File: config.mk
export PLATFORM = sky130hd
export DESIGN_NAME = sdram_wb_arbiter
export DESIGN_NICKNAME = d
export VERILOG_FILES = /design/src/rtl/sdram_wb_arbiter.sv
export SDC_FILE = /design/constraint.sdc
export NUM_CORES = 1
export LEC_CHECK = 0
export BUFFER_PORTS_ARGS = -buffer_cell sky130_fd_sc_hd__buf_2
export CAP_MARGIN = 20
export CORE_AREA = 2 2 97 99
export CTS_BUF_LIST = sky130_fd_sc_hd__clkbuf_8
export DETAILED_ROUTE_END_ITERATION = 12
export DIE_AREA = 0 0 99 101
export GPL_ROUTABILITY_DRIVEN = 1
export PLACE_DENSITY = 0.69
export RECOVER_POWER = 100
export SETUP_SLACK_MARGIN = 0.3
export SLEW_MARGIN = 25
export SYNTH_ARGS = -nofsm -noshare
export SYNTH_HDL_FRONTEND = slang
export SYNTH_SLANG_ARGS = --single-unit
File: constraint.sdc
create_clock -name clk_sys -period 1.22 [get_ports clk_sys]
set_input_delay 0.122 -clock clk_sys [delete_from_list [all_inputs] [get_ports clk_sys]]
set_output_delay 0.122 -clock clk_sys [all_outputs]
set_load 0.1 [all_outputs]
File: src/rtl/sdram_wb_arbiter.sv
// sdram_wb_arbiter: two-master wishbone arbiter (core, ROM loader) onto the SDRAM port; SDRAM_ARB_PACK_EN packs loader halfwords
module sdram_wb_arbiter #(
  parameter logic [25:0] LD_BASE = 26'h0400000,
  parameter bit LD_EXCLUSIVE = 1'b1
) (
  input  logic        clk_sys,
  input  logic        reset_n,
  input  logic        ld_en,
  input  logic        ld_wr,
  input  logic [23:0] ld_addr,
  input  logic [15:0] ld_data,
  output logic        ld_wait,
  input  logic        c_cyc,
  input  logic        c_stb,
  input  logic        c_we,
  input  logic [3:0]  c_sel,
  input  logic [23:0] c_adr,
  input  logic [31:0] c_dat_w,
  input  logic [2:0]  c_cti,
  output logic        c_ack,
  output logic [31:0] c_dat_r,
  output logic        m_cyc,
  output logic        m_stb,
  output logic        m_we,
  output logic [3:0]  m_sel,
  output logic [25:0] m_adr,
  output logic [31:0] m_dat_w,
  output logic [2:0]  m_cti,
  input  logic        m_ack,
  input  logic [31:0] m_dat_r,
  output logic [1:0]  gnt
);
  localparam logic [1:0] S_IDLE = 2'b00;
  localparam logic [1:0] S_CORE = 2'b01;
  localparam logic [1:0] S_LOAD = 2'b10;
  logic [1:0] state;
  logic pend, take, ld_req, core_g, load_g, unused_bits;
  logic [25:0] h_adr;
  logic [31:0] h_dat, t_dat;
  logic [3:0] h_sel, t_sel;
  logic [21:0] t_wadr;
  assign unused_bits = ld_addr[0];
  assign core_g = state == S_CORE;
  assign load_g = state == S_LOAD;
  assign ld_req = pend | take;
  assign gnt = state;
`ifdef SDRAM_ARB_PACK_EN
  logic b_v, b_hi, acc, same, prom, use_b;
  logic [21:0] b_adr;
  logic [15:0] b_dat;
  assign ld_wait = pend | (b_v & b_hi);
  assign acc = ld_en & ld_wr & ~ld_wait;
  assign same = b_v & (b_adr == ld_addr[23:2]);
  assign prom = ~pend & b_v & (b_hi | ~ld_en);
  assign take = prom | (acc & (b_v | ld_addr[1]));
  assign use_b = prom | (b_v & ~(ld_addr[1] & same));
  assign t_wadr = use_b ? b_adr : ld_addr[23:2];
  assign t_dat = use_b ? {b_dat, b_dat} : same ? {ld_data, b_dat} : {ld_data, ld_data};
  assign t_sel = use_b ? (b_hi ? 4'b1100 : 4'b0011) : same ? 4'b1111 : 4'b1100;
  // pack buffer: holds a low half awaiting its partner, or a high half queued behind a flush
  always_ff @(posedge clk_sys or negedge reset_n)
    if (!reset_n) begin
      b_v <= 1'b0;
      b_hi <= 1'b0;
      b_adr <= '0;
      b_dat <= '0;
    end else if (prom) b_v <= 1'b0;
    else if (acc & ~ld_addr[1]) begin
      b_v <= 1'b1;
      b_hi <= 1'b0;
      b_adr <= ld_addr[23:2];
      b_dat <= ld_data;
    end else if (acc & same) b_v <= 1'b0;
    else if (acc & b_v) begin
      b_hi <= 1'b1;
      b_adr <= ld_addr[23:2];
      b_dat <= ld_data;
    end
`else
  assign ld_wait = pend;
  assign take = ld_en & ld_wr & ~pend;
  assign t_wadr = ld_addr[23:2];
  assign t_dat = {ld_data, ld_data};
  assign t_sel = ld_addr[1] ? 4'b1100 : 4'b0011;
`endif
  // loader holding register: one pending write from capture until its ack
  always_ff @(posedge clk_sys or negedge reset_n)
    if (!reset_n) begin
      pend <= 1'b0;
      h_adr <= '0;
      h_dat <= '0;
      h_sel <= '0;
    end else if (take) begin
      pend <= 1'b1;
      h_adr <= LD_BASE + {2'b00, t_wadr, 2'b00};
      h_dat <= t_dat;
      h_sel <= t_sel;
    end else if (load_g & m_ack) pend <= 1'b0;
  // grant FSM: loader has priority from IDLE, core bursts run to their last beat
  always_ff @(posedge clk_sys or negedge reset_n)
    if (!reset_n) state <= S_IDLE;
    else state <= core_g ? ((~c_cyc | (m_ack & (c_cti == 3'b000 | c_cti == 3'b111))) ? S_IDLE : S_CORE)
                : load_g ? (m_ack ? S_IDLE : S_LOAD)
                : ld_req ? S_LOAD
                : (c_cyc & c_stb & (~LD_EXCLUSIVE | ~ld_en)) ? S_CORE : S_IDLE;
  assign m_cyc = core_g ? c_cyc : load_g;
  assign m_stb = core_g ? c_stb : load_g;
  assign m_we = core_g ? c_we : load_g;
  assign m_sel = core_g ? c_sel : load_g ? h_sel : 4'b0000;
  assign m_adr = core_g ? {c_adr, 2'b00} : load_g ? h_adr : 26'd0;
  assign m_dat_w = core_g ? c_dat_w : load_g ? h_dat : 32'd0;
  assign m_cti = core_g ? c_cti : 3'b000;
  assign c_ack = core_g & m_ack;
  assign c_dat_r = core_g ? m_dat_r : 32'd0;
endmodule
# [Word-level counts from Yosys, hierarchy flattened]
# Cells that the tools add are included.
[word_totals] output_inout_bits=104 romBits=0 mem_bits_rw=0 latchBits=0 word_cells=44 register_bits=65 mem_count=0
[classes] multipliers=0 mux=20 reduce_logical=2 bitwise_logic=13 addsub=1 magnitude_cmp=0 n_div=0 eq_ne=3 shifts=0
[ops] op="32-bit two-way mux" count=3
[ops] op="26-bit two-way mux" count=2
[ops] op="23-bit by 24-bit adder with 25-bit output (first input constant)" count=1
[ops] op="4-bit two-way mux" count=3
[ops] op="2-bit two-way mux" count=4
[ops] op="1-bit bitwise AND" count=7
[ops] op="1-bit two-way mux" count=7
[ops] op="3-bit == test (second input constant)" count=1
[ops] op="3-bit zero test" count=1
[ops] op="3-bit two-way mux" count=1
[ops] op="1-bit NOT" count=3
[ops] op="1-bit OR" count=3
[ops] op="2-bit by 1-bit == test with 1-bit output (second input constant)" count=1
[ops] op="2-bit == test (second input constant)" count=1
[ops] op="2-bit nonzero test" count=1

# [Logic depth before layout (Yosys ltp)]
# Gate-level depths: netlist of run 1.
[logic_depth] depth_word=6 mapped_depth=5

# [Worst setup path after synthesis of run 1]
# OpenSTA, ideal clock, no wires.
[synth_timing] path_type="reg-to-output" startpoint="register state[0], in the netlist gnt[0]" endpoint="output port m_adr[10]" t_arrival_ns=2.252 n_path_buf=2 stages_incl_launch_ff=5 required_ns=1.098 slack_ns=-1.154 path_cell_list="dfrtp_1 -> nor2b_1 -> buf_6 -> buf_2 -> a22o_1"
[synth_via] elab_chain_len=3 elab_cells_between_ends=4
[synth_rtl] element="start, declared" line_no="36" text="logic [1:0] state;"
[synth_rtl] element="start signal, assigned" line_no="102" text="else state <= core_g ? ((~c_cyc | (m_ack & (c_cti == 3'b000 | c_cti == 3'b111))) ? S_IDLE : S_CORE)"
[synth_rtl] element="2-bit == test" line_no="44" text="assign load_g = state == S_LOAD;"
[synth_rtl] element="26-bit two-way mux" line_no="110" text="assign m_adr = core_g ? {c_adr, 2'b00} : load_g ? h_adr : 26'd0;"
[synth_rtl] element="26-bit two-way mux (*)" line_no="110"
[synth_rtl] element="end, declared" line_no="26" text="output logic [25:0] m_adr,"
# Every way passes the cells marked *; elsewhere a longest branch is shown, timed or not.

# [Worst setup path in the final report of run 1]
[layout_timing] startpoint="register state[0], in the netlist gnt[0]" endpoint="output port m_sel[0]"
[layout_via] elab_chain_len=3 elab_cells_between_ends=4
[layout_rtl] element="2-bit == test" line_no="44"
[layout_rtl] element="4-bit two-way mux" line_no="109" text="assign m_sel = core_g ? c_sel : load_g ? h_sel : 4'b0000;"
[layout_rtl] element="4-bit two-way mux (*)" line_no="109"
[layout_rtl] element="end, declared" line_no="25" text="output logic [3:0] m_sel,"
# Marks and branches as above.

==> results by group, run 1 <==
Min path
  • Path class of the lowest-slack min-delay path: in2reg
  • Worst Hold Path EP: h_dat[28]
  • Start point of the worst hold path: ld_data[12]
  • Cell depth of the worst min-delay path: 3

Clocking
  • H-Tree Level Count: 2
  • Number of buffers between clock root and the deepest sink: 2
  • Master cell of the clock root buffer: sky130_fd_sc_hd__clkbuf_8
  • Clock latency on the worst-skew pair: 0.29 ns
  • Post-CTS clock slew at the launch and capture registers of the worst setup and hold paths: 0.10 ns
  • Clock tree from TritonCTS: built
  • Number of sinks handled by clock tree synthesis: 44
  • Inserted Clock Buffers: 5

Timing
  • Final critical-path required period: 1.82 ns
  • Number of endpoints with negative hold slack in the final report: 0
  • Unrepaired setup endpoints after global routing: true
  • Skew final: 0.00556 ns
  • Number of slew-limit violations in the final report: 0
  • Fin crit share: 1.50
  • Max-slew headroom at the worst pin: 0.573
  • Slew at the pin closest to its max-slew limit: 0.641 ns
  • Sum Neg Setup Slack: -63.97 ns
  • Highest Clock Rate: 548 MHz
  • Final worst slack: -0.604 ns
  • Finish-stage setup viols: 146

Routing
  • Post-detailed-routing wire length: 16000 um
  • Final routed wire length divided by cell count: around 23 um
  • Detailed-route via count: between 3k and 4k
  • Highest routing layer actually used: met4
  • Final routed DRC violation total: 0
  • Drt first-iter violations: 170
  • Met1 layer wirelength in the final routing: 5390 um
  • Vias per Instance: between 5 and 6
  • Routed met3 length: 1070 um
  • Number of search-and-repair iterations in the first detailed-routing pass: 5
  • Met2 routed WL: 8880 um
  • Count of nets left with antenna violations after detail routing: 0

Critical path
  • CP max-delay cell: sky130_fd_sc_hd__dfrtp_4
  • R2r startpoint: gnt[1]
  • Reg2reg end: gnt[0]
  • Crit-path max FO: 11
  • Critical-path cell list: nor2b_4, buf_12, clkbuf_16, a22o_4, buf_12
  • Kind of start point of the critical path: register
  • Setup slack on the worst flop-to-flop path: -0.30 ns
  • Worst endpoint required time: around 1.1 ns
  • Number of cells traversed by the worst register-to-register path: 6
  • Data arrival time of the critical path: 1.70 ns
  • Largest incremental delay on the critical path: 0.51 ns
  • CP Class: reg2out
  • Most frequent cell on the critical path: sky130_fd_sc_hd__buf_12
  • Setup crit end kind: output port

Synthesis
  • Number of enable-type register cells in the synthesized netlist: 0
  • Sequential-to-total area share from yosys stat: 0.421
  • Most frequently used cell type in the post-synthesis netlist: sky130_fd_sc_hd__nand2_1
  • Post-synthesis sequential element count: 44
  • Post-synthesis instance total: 314
  • Synth Cell Area: 2620 sq um
  • Synth async-reset ratio: 1.00
  • Most frequent cells after synthesis: sky130_fd_sc_hd__nand2_1 (125), sky130_fd_sc_hd__a22o_1 (59), sky130_fd_sc_hd__dfrtp_1 (44)
  • Mean cell area of the mapped netlist: around 8.3 sq um
  • Main area contributors after synthesis: sky130_fd_sc_hd__dfrtp_1 (42%), sky130_fd_sc_hd__a22o_1 (20%), sky130_fd_sc_hd__nand2_1 (18%)
  • Ys Warns: 0
  • Fraction of synthesized cell area taken by the top area cell type: 0.421
  • Main flop type after synthesis: sky130_fd_sc_hd__dfrtp_1
  • Yosys top cell by area: sky130_fd_sc_hd__dfrtp_1
  • Post-synthesis cell type count: 23

Floorplanning
  • Die Span Y: 101 um
  • Row count: 35
  • I/O pin cnt: 247
  • Die area: 10000 sq um
  • Core region area: 8980 sq um
  • Initial standard-cell utilization of the core: 0.291
  • Horiz. Die Dim: 99 um

Finish
  • Final layout net count: 729
  • Growth of design area from synthesis to finish: 184%
  • Final core occ: 0.829
  • Ratio of cells with drive above 1 in the final layout: 0.845

GRT
  • Maximum number of pins on one net before global-route repair: 45
  • Antenna violations before repair: 1
  • Overall fraction of global-route tracks in use: 0.273
  • Via count of the first global-routing pass: between 3k and 4k
  • Congestion Overflow GR: 0
  • First-pass GRT wire length: 21300 um

Power and ir drop
  • Power density over the cells: ~3100 nW/um^2
  • Worst vdd ir: 0.00204 V
  • Lkg Pwr: roughly 0.0037 uW

Status
  • Violated checks: setup timing
  • Run status: complete, but fails checks

Placed design
  • # port buffers: 243
  • Routability cong.: 0.896
  • Placed wire-length estimate after detailed placement: 9470 um
  • Pre-CTS setup slack: -0.335 ns

Flow run
  • # Max-Cap Violations: 0
-- cell families after synthesis --
| family | share of synthesized area |
|---|---|
| simple gates | 0.293 |
| other cells | 0.00143 |
| fa+ha+maj | 0.00478 |
| compound gates | 0.219 |
| buf+inv | 0.0617 |
| flops | 0.421 |
-- critical path: cells and delay by family (launching register included) --
family          cells  cell delay (ns)
buf+inv             3             0.49
simple gates        1             0.16
flops               1             0.51
compound gates      1             0.23
-- power by group --
group | internal (uW) | leakage [uW] | switching [uW]
clock | 394 | 0.0000453 | 556
combinational | 7750 | 0.00311 | 11300
sequential | 2200 | 0.000542 | 1060
-- placed cells by master (no fill, tap or decap), drive strengths merged --
cell type	synthesis	final
inv	0	1
diode	0	1
nor2	2	2
dfrtp	44	44
a21oi	2	2
nand2b	1	1
a21boi	1	1
or2	1	1
clkinv	0	1
o22ai	2	2
a22o	59	59
and2	37	37
and3b	1	1
a21o	1	1
nor2b	2	2
or3	1	1
clkbuf	3	10
dlygate4sd3	0	2
buf	26	285
conb	1	2
nand3b	1	1
nand2	125	125
nand3	2	2
clkinvlp	0	1
ha	1	1
o21ai	1	1
-- final cells by class --
class | instances | area [sq um]
fill | 445 | 1540
tap | 111 | 139
sequential | 44 | 1110
clock buffer | 5 | 68.8
antenna | 1 | 2.50
clock inverter | 3 | 16.3
multi-input combinational | 242 | 2440
timing repair buffer | 292 | 3660
-- routing by layer --
layer	global-route usage	up-vias
li1	-	1603
met1	0.291	1783
met2	0.528	213
met3	0.0520	52
met4	0.100	0
met5	0	-
-- registers in the layout, indices dropped and copies added (netlist names) --
signal   cells
gnt          2
h_adr       23
h_dat       16
h_sel        2
ld_wait      1
-- worst max-delay path by stage --
stage,start,to,depth (start not counted)
2_1_floorplan,gnt[1],m_adr[11],4
3_3_place_gp,gnt[1],m_adr[15],4
3_5_place_dp,gnt[1],m_adr[14],4
4_1_cts,gnt[1],c_dat_r[29],5
5_1_grt,gnt[1],m_stb,6
6_report,gnt[0],m_sel[0],5
-- repair_timing --
| action | in CTS | in global routing |
|---|---|---|
| hold buffers | 2 | 0 |
| hold endpoints to repair | 45 | 0 |
| gates resized for setup | 81 | 83 |
| endpoints found under the setup margin | 146 | 146 |
| gates cloned | 11 | 5 |
| buffers inserted | 12 | 2 |
| pin swaps | 23 | 52 |
-- per-stage QoR --
| stage | total power [uW] | cells | hold slack (ns) | instance area [sq um] |
|---|---|---|---|---|
| floorplan | 14600 | 315 | -0.174 | 3410 |
| global placement | 20000 | 657 | 0.115 | 6240 |
| detailed placement | 20300 | 657 | 0.120 | 6240 |
| CTS | 22200 | 690 | 0.00914 | 7020 |
| global route | 23900 | 698 | 0.0194 | 7440 |
| finish | 23300 | 698 | 0.0236 | 7440 |
Power figures use the tool's default switching activity.
==> inputs of run 2 (changes only) <==
Settings changed: CORE_AREA 2 2 97 99 to 2 2 96 98, DIE_AREA 0 0 99 101 to 0 0 98 100, PLACE_DENSITY 0.69 to 0.68.
Clock period 1.22 ns to 2.2 ns, I/O delays scaled along.
==> results by group, run 2 (synthesis gave the netlist of run 1 again) <==
Min path
  • Path class of the lowest-slack min-delay path: in2reg
  • Worst Hold Path EP: h_adr[18]
  • Start point of the worst hold path: ld_addr[18]
  • Cell depth of the worst min-delay path: 3

Timing
  • Fin crit share: 0.900
  • Skew final: 0.00901 ns
  • Finish-stage setup viols: 0
  • Max-slew headroom at the worst pin: 0.202
  • Unrepaired setup endpoints after global routing: false
  • Slew at the pin closest to its max-slew limit: 1.20 ns
  • Number of endpoints with negative hold slack in the final report: 0
  • Final critical-path required period: a little under 2 ns
  • Sum Neg Setup Slack: 0 ns
  • Highest Clock Rate: 505 MHz
  • Number of slew-limit violations in the final report: 0

Critical path
  • R2r startpoint: ld_wait
  • Crit path max-delay family: buffers and inverters
  • Kind of start point of the critical path: register
  • Setup crit end kind: output port
  • Data arrival time of the critical path: approximately 1.8 ns
  • CP Class: reg2out
  • CP max-delay cell: sky130_fd_sc_hd__dfrtp_2
  • Crit-path max FO: 42
  • Critical-path cell list: nor2b_4, buf_12, and2_2, buf_2
  • Number of buffer and inverter stages on the critical path: 2
  • Worst endpoint required time: between 1.5 and 2 ns
  • Number of cells traversed by the worst register-to-register path: 3
  • Reg2reg end: h_sel[1]
  • Largest incremental delay on the critical path: 0.44 ns
  • Setup slack on the worst flop-to-flop path: 0.59 ns

GRT
  • Antenna violations before repair: 3
  • Highest-utilization routing layer at the global route stage: met2
  • First-pass GRT wire length: approximately 16000 um
  • Congestion Overflow GR: 0
  • Met3 capacity usage during global routing: 0.0641
  • Overall fraction of global-route tracks in use: 0.209
  • Maximum number of pins on one net before global-route repair: 46
  • Via count of the first global-routing pass: 3200
  • Global Route met2 Usage: 0.397
  • M1 GR Usage: 0.215

Finish
  • Max reg flops: 23
  • Storage element area: 1100 sq um
  • Ratio of cells with drive above 1 in the final layout: 0.637
  • Final core occ: 0.571
  • Final-layout fill cell count: 817
  • Final layout net count: approximately 690
  • Fin cells: 658
  • Largest Register: h_adr
  • Most common library cell in the layout ignoring fill and taps: sky130_fd_sc_hd__buf_2
  • Footprint of the multi-input gates: approximately 1500 sq um
  • Leading registers by flop count: h_adr (23), h_dat (16)
  • Most used cells in the layout excluding fill and tap cells: sky130_fd_sc_hd__buf_2 (157), sky130_fd_sc_hd__nand2_1 (122), sky130_fd_sc_hd__buf_12 (63), sky130_fd_sc_hd__a22o_2 (59), sky130_fd_sc_hd__dfrtp_1 (42)
  • Area of all placed cells without fillers: between 5000 and 6000 sq um
  • Growth of design area from synthesis to finish: 94.0%

Status
  • Run status: finished clean

Routing
  • Vias per Instance: 4.79
  • Count of nets left with antenna violations after detail routing: 0
  • Detailed-route via count: 3152
  • Final routed wire length divided by cell count: 16.5 um
  • Post-detailed-routing wire length: 10800 um
  • Number of search-and-repair iterations in the first detailed-routing pass: 6
  • Drt first-iter violations: 94
  • Final routed DRC violation total: 0

Clocking
  • Number of sinks handled by clock tree synthesis: 44
  • Master cell of the clock root buffer: sky130_fd_sc_hd__clkbuf_8
  • Clock tree from TritonCTS: built
  • Inserted Clock Buffers: 5
  • H-Tree Level Count: 2
  • Number of buffers between clock root and the deepest sink: 2
  • Post-CTS clock slew at the launch and capture registers of the worst setup and hold paths: 0.08 ns
  • Clock latency on the worst-skew pair: 0.29 ns

Placed design
  • Placed wire-length estimate after detailed placement: between 8000 and 9000 um
  • Routability cong.: 0.838
  • Dpl cells: approximately 650
  • Instance area at placement: 5520 sq um
  • # port buffers: 243

Floorplanning
  • Core region area: 8890 sq um
  • Die Span Y: 100 um
  • Die area: 9800 sq um
  • Horiz. Die Dim: 98 um
  • Initial standard-cell utilization of the core: 0.294
  • I/O pin cnt: 247
  • Row count: 35

Flow run
  • # Max-Cap Violations: 0
## run 2: timing repair
item	in CTS	in global routing
hold buffers	1	0
pin swaps	0	0
setup endpoints to repair	62	35
buffers inserted	1	0
endpoints found under the hold margin	25	0
gates resized for setup	0	1
## run 2: per-layer routing
| layer | part of all wire | wire length [um] |
|---|---|---|
| met1 | 0.35 | 3750 |
| met2 | 0.55 | 5980 |
| met4 | 0.020 | 221 |
| met3 | 0.083 | 896 |
| met5 | 0 | 0 |
## run 2: through the flow
stage	worst slack (ns)	hold slack [ns]
2_1_floorplan	0.301	-0.0756
3_3_place_gp	0.616	0.260
3_5_place_dp	0.593	0.261
4_1_cts	0.337	0.0994
5_1_grt	0.145	0.102
6_report	0.221	0.113
## run 2: worst max path at each step
| stage | start | end | slack [ns] | depth (start not counted) |
|---|---|---|---|---|
| after floorplan | gnt[0] | m_adr[10] | 0.30 | 4 |
| after global placement | gnt[0] | c_dat_r[9] | 0.62 | 4 |
| after detailed placement | gnt[0] | m_cyc | 0.59 | 5 |
| after CTS | gnt[0] | m_dat_w[20] | 0.34 | 4 |
| after global routing | gnt[1] | c_dat_r[20] | 0.15 | 4 |
| final | gnt[1] | c_dat_r[26] | 0.22 | 4 |
## run 2: worst min-delay path, cell delays in order
cell and delay (ns):
sky130_fd_sc_hd__buf_2 0.07, sky130_fd_sc_hd__nand2_1 0.04, sky130_fd_sc_hd__nand2_1 0.05
## run 2: final cells by class
cell class                 count  area share
antenna                        2    0.000986
tap                          111      0.0274
sequential                    44       0.217
multi-input combinational    242       0.292
timing repair buffer         252       0.447
clock buffer                   5      0.0136
clock inverter                 2     0.00173
Power of run 2 is not shown: default switching activity piles up to over one toggle a cycle in this logic, so the estimate is an artifact.
